`config.mk`:
```
export PLATFORM = sky130hd
export DESIGN_NAME = div_unit
export DESIGN_NICKNAME = d
export VERILOG_FILES = /design/src/rtl/div_unit.sv
export SDC_FILE = /design/constraint.sdc
export NUM_CORES = 1
export LEC_CHECK = 0
export ABC_CLOCK_PERIOD_IN_PS = 5180
export CAP_MARGIN = 10
export CORE_MARGIN = 8
export CORE_UTILIZATION = 51
export CTS_CLUSTER_DIAMETER = 40
export DETAILED_ROUTE_END_ITERATION = 8
export PLACE_DENSITY = 0.77
export SLEW_MARGIN = 15
export SYNTH_ARGS = -nofsm -noshare
export SYNTH_HDL_FRONTEND = slang
export SYNTH_SLANG_ARGS = --single-unit
```
`constraint.sdc`:
```
create_clock -name clk -period 5.18 [get_ports clk]
set_input_delay 1.036 -clock clk [delete_from_list [all_inputs] [get_ports clk]]
set_output_delay 1.036 -clock clk [all_outputs]
set_load 0.01 [all_outputs]
```
`src/rtl/div_unit.sv`:
```
// Purpose : radix-2 restoring divider for DIV/DIVU; quotient -> lo, remainder -> hi.
// Latency : DATA_W+1 cycles from the accepting edge to valid (2 cycles for a zero divisor).
// Backpressure: none; busy stalls the pipeline, start is ignored while busy, cancel aborts.
//
// Ports:
//   clk, resetn          clock (rising edge), asynchronous active-low reset
//   start, signed_div    request and DIV/DIVU select, sampled only on the accepting edge
//   cancel               flush; wins over start in every state
//   a, b                 dividend, divisor
//   busy, valid          busy while calculating; valid is a one-cycle result pulse
//   lo, hi, div_by_zero  quotient, remainder, zero-divisor flag (held until next result)
module div_unit #(
    parameter int DATA_W = 32
) (
    input  logic              clk,
    input  logic              resetn,
    input  logic              start,
    input  logic              signed_div,
    input  logic              cancel,
    input  logic [DATA_W-1:0] a,
    input  logic [DATA_W-1:0] b,
    output logic              busy,
    output logic              valid,
    output logic [DATA_W-1:0] lo,
    output logic [DATA_W-1:0] hi,
    output logic              div_by_zero
);

    localparam int CNT_W = (DATA_W > 1) ? $clog2(DATA_W) : 1;

    typedef enum logic [1:0] {
        ST_IDLE = 2'd0,
        ST_CALC = 2'd1,
        ST_DONE = 2'd2
    } state_t;

    state_t             state_q, state_d;
    logic [DATA_W-1:0]  rem_q, rem_d;     // partial remainder
    logic [DATA_W-1:0]  quo_q, quo_d;     // dividend shifts out of the top, quotient bits shift in
    logic [DATA_W-1:0]  dsr_q, dsr_d;     // divisor magnitude
    logic [CNT_W-1:0]   cnt_q, cnt_d;
    logic               q_neg_q, q_neg_d;
    logic               r_neg_q, r_neg_d;
    logic               zdiv_q, zdiv_d;   // zero divisor: skip the iterations
    logic [DATA_W-1:0]  lo_q, lo_d;
    logic [DATA_W-1:0]  hi_q, hi_d;
    logic               dbz_q, dbz_d;

    logic               sa, sb;
    logic [DATA_W-1:0]  abs_a, abs_b;
    logic [DATA_W:0]    shifted;
    logic [DATA_W+1:0]  trial;
    logic               fits;
    logic [DATA_W-1:0]  rem_step, quo_step;
    logic [DATA_W-1:0]  q_fix, r_fix;

    // Datapath for one iteration and the operand/result sign handling.
    always_comb begin
        sa    = signed_div & a[DATA_W-1];
        sb    = signed_div & b[DATA_W-1];
        // The most negative value maps onto itself, which is its correct unsigned magnitude.
        abs_a = sa ? ({DATA_W{1'b0}} - a) : a;
        abs_b = sb ? ({DATA_W{1'b0}} - b) : b;

        shifted  = {rem_q, quo_q[DATA_W-1]};
        trial    = {1'b0, shifted} - {2'b00, dsr_q};
        fits     = ~trial[DATA_W+1];
        // When the subtraction fits, the difference is below the divisor and so fits in DATA_W bits;
        // when it does not, the shifted value is below the divisor, so its top bit is clear.
        rem_step = fits ? trial[DATA_W-1:0] : shifted[DATA_W-1:0];
        quo_step = {quo_q[DATA_W-2:0], fits};

        q_fix    = q_neg_q ? ({DATA_W{1'b0}} - quo_step) : quo_step;
        r_fix    = r_neg_q ? ({DATA_W{1'b0}} - rem_step) : rem_step;
    end

    // Next-state and register updates.
    always_comb begin
        state_d = state_q;
        rem_d   = rem_q;
        quo_d   = quo_q;
        dsr_d   = dsr_q;
        cnt_d   = cnt_q;
        q_neg_d = q_neg_q;
        r_neg_d = r_neg_q;
        zdiv_d  = zdiv_q;
        lo_d    = lo_q;
        hi_d    = hi_q;
        dbz_d   = dbz_q;

        case (state_q)
            ST_IDLE, ST_DONE: begin
                if (cancel) begin
                    state_d = ST_IDLE;
                end else if (start) begin
                    state_d = ST_CALC;
                    rem_d   = '0;
                    // A zero divisor reports the raw dividend as remainder, so keep it unmodified.
                    quo_d   = (b == '0) ? a : abs_a;
                    dsr_d   = abs_b;
                    cnt_d   = '0;
                    q_neg_d = sa ^ sb;
                    r_neg_d = sa;
                    zdiv_d  = (b == '0);
                end else begin
                    state_d = ST_IDLE;
                end
            end
            ST_CALC: begin
                if (cancel) begin
                    state_d = ST_IDLE;
                end else if (zdiv_q) begin
                    state_d = ST_DONE;
                    lo_d    = '1;
                    hi_d    = quo_q;
                    dbz_d   = 1'b1;
                end else begin
                    rem_d = rem_step;
                    quo_d = quo_step;
                    cnt_d = cnt_q + 1'b1;
                    if (cnt_q == CNT_W'(DATA_W - 1)) begin
                        state_d = ST_DONE;
                        lo_d    = q_fix;
                        hi_d    = r_fix;
                        dbz_d   = 1'b0;
                    end
                end
            end
            default: begin
                state_d = ST_IDLE;
            end
        endcase
    end

    always_ff @(posedge clk or negedge resetn) begin
        if (!resetn) begin
            state_q <= ST_IDLE;
            rem_q   <= '0;
            quo_q   <= '0;
            dsr_q   <= '0;
            cnt_q   <= '0;
            q_neg_q <= 1'b0;
            r_neg_q <= 1'b0;
            zdiv_q  <= 1'b0;
            lo_q    <= '0;
            hi_q    <= '0;
            dbz_q   <= 1'b0;
        end else begin
            state_q <= state_d;
            rem_q   <= rem_d;
            quo_q   <= quo_d;
            dsr_q   <= dsr_d;
            cnt_q   <= cnt_d;
            q_neg_q <= q_neg_d;
            r_neg_q <= r_neg_d;
            zdiv_q  <= zdiv_d;
            lo_q    <= lo_d;
            hi_q    <= hi_d;
            dbz_q   <= dbz_d;
        end
    end

    assign busy        = (state_q == ST_CALC);
    assign valid       = (state_q == ST_DONE);
    assign lo          = lo_q;
    assign hi          = hi_q;
    assign div_by_zero = dbz_q;

endmodule

```
==> results.md <==
- Share of the synthesized area in the top cell type: 36.25%
- Arrival time worst endpoint: 5.20 ns
- Initial antenna violation count: 0
- Max Cap Viol: 0
- Distinct cells, synth: 73
- Synth top area cells: dfrtp_1, o21ai_0, xor2_1
- Worst-margin pin slew: 0.9818 ns
- Layout area overhead: 19.47%
- Final WS setup: 0.2810 ns
- Async S/R FF share, synth: 100.0%
- Core area: 22710 sq um
- Fmax: 0.2041 GHz
- Row count: 55
- Switch share: 48.60%
- CTS resizes: 0
- Die Ht: 168.1 um
- Final period util: 94.58%
- Post-DP HPWL: 27240 um
- Syn nets: 1534
- Gr ovfl total: 0
- Sum of negative setup slack: 0 ns
- Number of nets in the layout: 1631
- Layout cells sized above 1: 7.422%
- Required time of the critical path: 5.48 ns
- Startpoint types: flop
- Clock sink total: 171
- CTS hold repair buffers: 0
- 1st-iter DRT viols: 1091
- Fin. Hold Viols: 0
- Vias: 11260
- Main flop type after synthesis: dfrtp_1
- Yosys reg bits: 171
- Ant. Diodes: 0
- Pins Over Slew Limit: 0
- Worst setup EP type: flop
- Final instance area: 14100 sq um
- Post-synth top cells: o21ai_0, dfrtp_1, nand2_1
- Final ANT Viol Nets: 0
- Worst Hold Class: flop to flop
- Die width: 168.1 um
- Status: complete, no violations
- Core Util, Final: 62.10%
- Die area: 28270 sq um
- P_sw: 3.575 mW
- Logic pwr share: 57.0%
- Post-Place Worst Slack: 0.1355 ns
- Final min period: 4.899 ns
- Postcts setup bufs: 0
- Pwr Density: 521.5 nW/um^2
- Post-synth EDFFs: 0
- Critical-path top delay cell: dfrtp_2
- GP Congestion: 0.9410
- CTS tree: built
- Area leader, netlist: dfrtp_1
- Critical-path maximum fanout: 6
- Port Buffers: 135
- Dpl cells: 1789
- Layout Skew: 0.01365 ns
- Max Buffers Root-to-Sink: 2
- GR Util All Layers: 25.45%
- Average wire per standard cell: 19.99 um
- Static Leakage: 5.865 nW
- Seq pwr share: 25.6%
- Initial Utilization: 51.98%
- Clock network power share: 17.5%
- Dominant cell by count in the synthesized netlist: o21ai_0
- CP Class: flop to flop
- Pint: 3.780 mW
- Largest net degree at the start of global routing: 97
- Placed cell areas: 13430 sq um
- Worst skew pair latency: 0.44 ns
- WHS: 0.4805 ns
- DRC violations left: 0
- Syn avg cell area: 8.278 sq um
- Power, Total: 7.355 mW
- # H-tree levels: 4
- Via density: 6.186
- Critical Path Max Stage Delay: 0.46 ns
- Syn Inst Count: 1426
- Clock transition at path regs: 0.07 ns
- Max-slew headroom: 34.55%
- First-pass GRT wire length: 58460 um
- CTS Buf Count: 17
- Ports: 136
- CTS Root Cell: clkbuf_16
- Final setup fails: 0
- Vias in the first global route: 10830
- Peak VDD IR: 0.0003335 V
- DRT Pass-1 Iters: 5
- Synth Warn #: 0
- Fin cells: 1821
- Crit-path cells: ha_4, o211ai_1, a21o_1, a2111oi_4, o21ai_2, a21o_1, nand2_2, nand2_1, o21ai_1, ha_2, nand2_1, or2_2, or4_1, nor3_2, nand3_1, a222oi_1, buf_4, nand4_1, o41ai_2, xnor2_1, o21ai_1
- Sequential share of the synthesized area: 36.25%
- Synth Cell Area: 11800 sq um
- Routed WL: 36400 um
registers in the layout, indices dropped and copies added (netlist names):
signal / cells
zdiv_q: 1
r_neg_q: 1
lo: 32
rem_q: 32
div_by_zero: 1
hi: 32
quo_q: 32
cnt_q: 5
q_neg_q: 1
state_q: 2
dsr_q: 32
final timing paths:
path                            depth (start not counted)      start   endpoint  slack [ns]
worst max-delay path                                   21   rem_q[3]     hi[26]        0.28
worst max register to register                         21   rem_q[3]     hi[26]        0.28
max in group asynchronous                               2     resetn  rem_q[23]        3.52
worst min-delay path                                    2  dsr_q[28]  dsr_q[28]        0.48
worst min register to register                          2  dsr_q[28]  dsr_q[28]        0.48
min in group asynchronous                               1     resetn  dsr_q[25]        0.70
layout by cell type (no fill, tap or decap), drive strengths merged, types with 15 or more instances in the layout:
cell / instances
nor3: 22
dfrtp: 171
or3: 16
ha: 38
clkdlybuf4s50: 134
o21ai: 188
mux2i: 15
nor2: 107
xnor2: 52
clkbuf: 17
nand2: 127
o31ai: 26
nand3: 60
nand2b: 18
a31oi: 18
a21oi: 106
inv: 60
xor2: 91
a22oi: 51
buf: 31
nor4: 15
o41ai: 15
power groups by stage:
stage | Sequential (mW) | Combinational (mW) | Clock, mW
floorplan | 1.76 | 3.01 | 0
detailed placement | 1.89 | 4.04 | 0
global route | 1.91 | 4.60 | 1.35
finish | 1.88 | 4.19 | 1.28
global placement | 1.88 | 4.02 | 0
CTS | 1.86 | 4.08 | 1.30
layout make-up:
type / count / area [sq um]
Clock buffer: 17 / 425.4
Clock inverter: 15 / 151.4
Fill cell: 1978 / 8607
Inverter: 52 / 195.2
Multi-Input combinational cell: 1116 / 7102
Sequential cell: 171 / 4282
Tap cell: 285 / 356.6
Timing Repair Buffer: 165 / 1590
layer usage:
| layer | vias to the layer above | part of all wire, % | routed length (um) | global-route usage [%] |
|---|---|---|---|---|
| met5 | - | 0 | 0 | 0 |
| met4 | 0 | 2.1 | 750 | 7.415 |
| met3 | 52 | 6.4 | 2312 | 4.139 |
| met2 | 419 | 49 | 17780 | 42.40 |
| met1 | 5419 | 43 | 15560 | 33.59 |
| li1 | 5374 | - | - | - |
worst max-delay path, delay by kind of cell, from the launching register on:
| kind | cells | cell delay (ns) |
|---|---|---|
| AOI/OAI and AO/OA | 9 | 1.84 |
| and+or+nand+nor | 8 | 1.52 |
| adders and majority gates | 2 | 0.56 |
| DFF | 1 | 0.46 |
| buffers and inverters | 1 | 0.21 |
| xor gates and xnor gates | 1 | 0.17 |
cell families (layout without fill, tap and decap cells):
kind of cell / after synthesis / after routing / share of synthesized area [%]
fa+ha+maj: 39 / 39 / 4.198
simple gates: 426 / 426 / 17.02
flops: 171 / 171 / 36.25
mux: 17 / 17 / 1.463
xor+xnor: 143 / 143 / 10.61
buf+inv: 139 / 249 / 4.600
compound gates: 491 / 491 / 25.85
(Power assumes the default switching activity.)
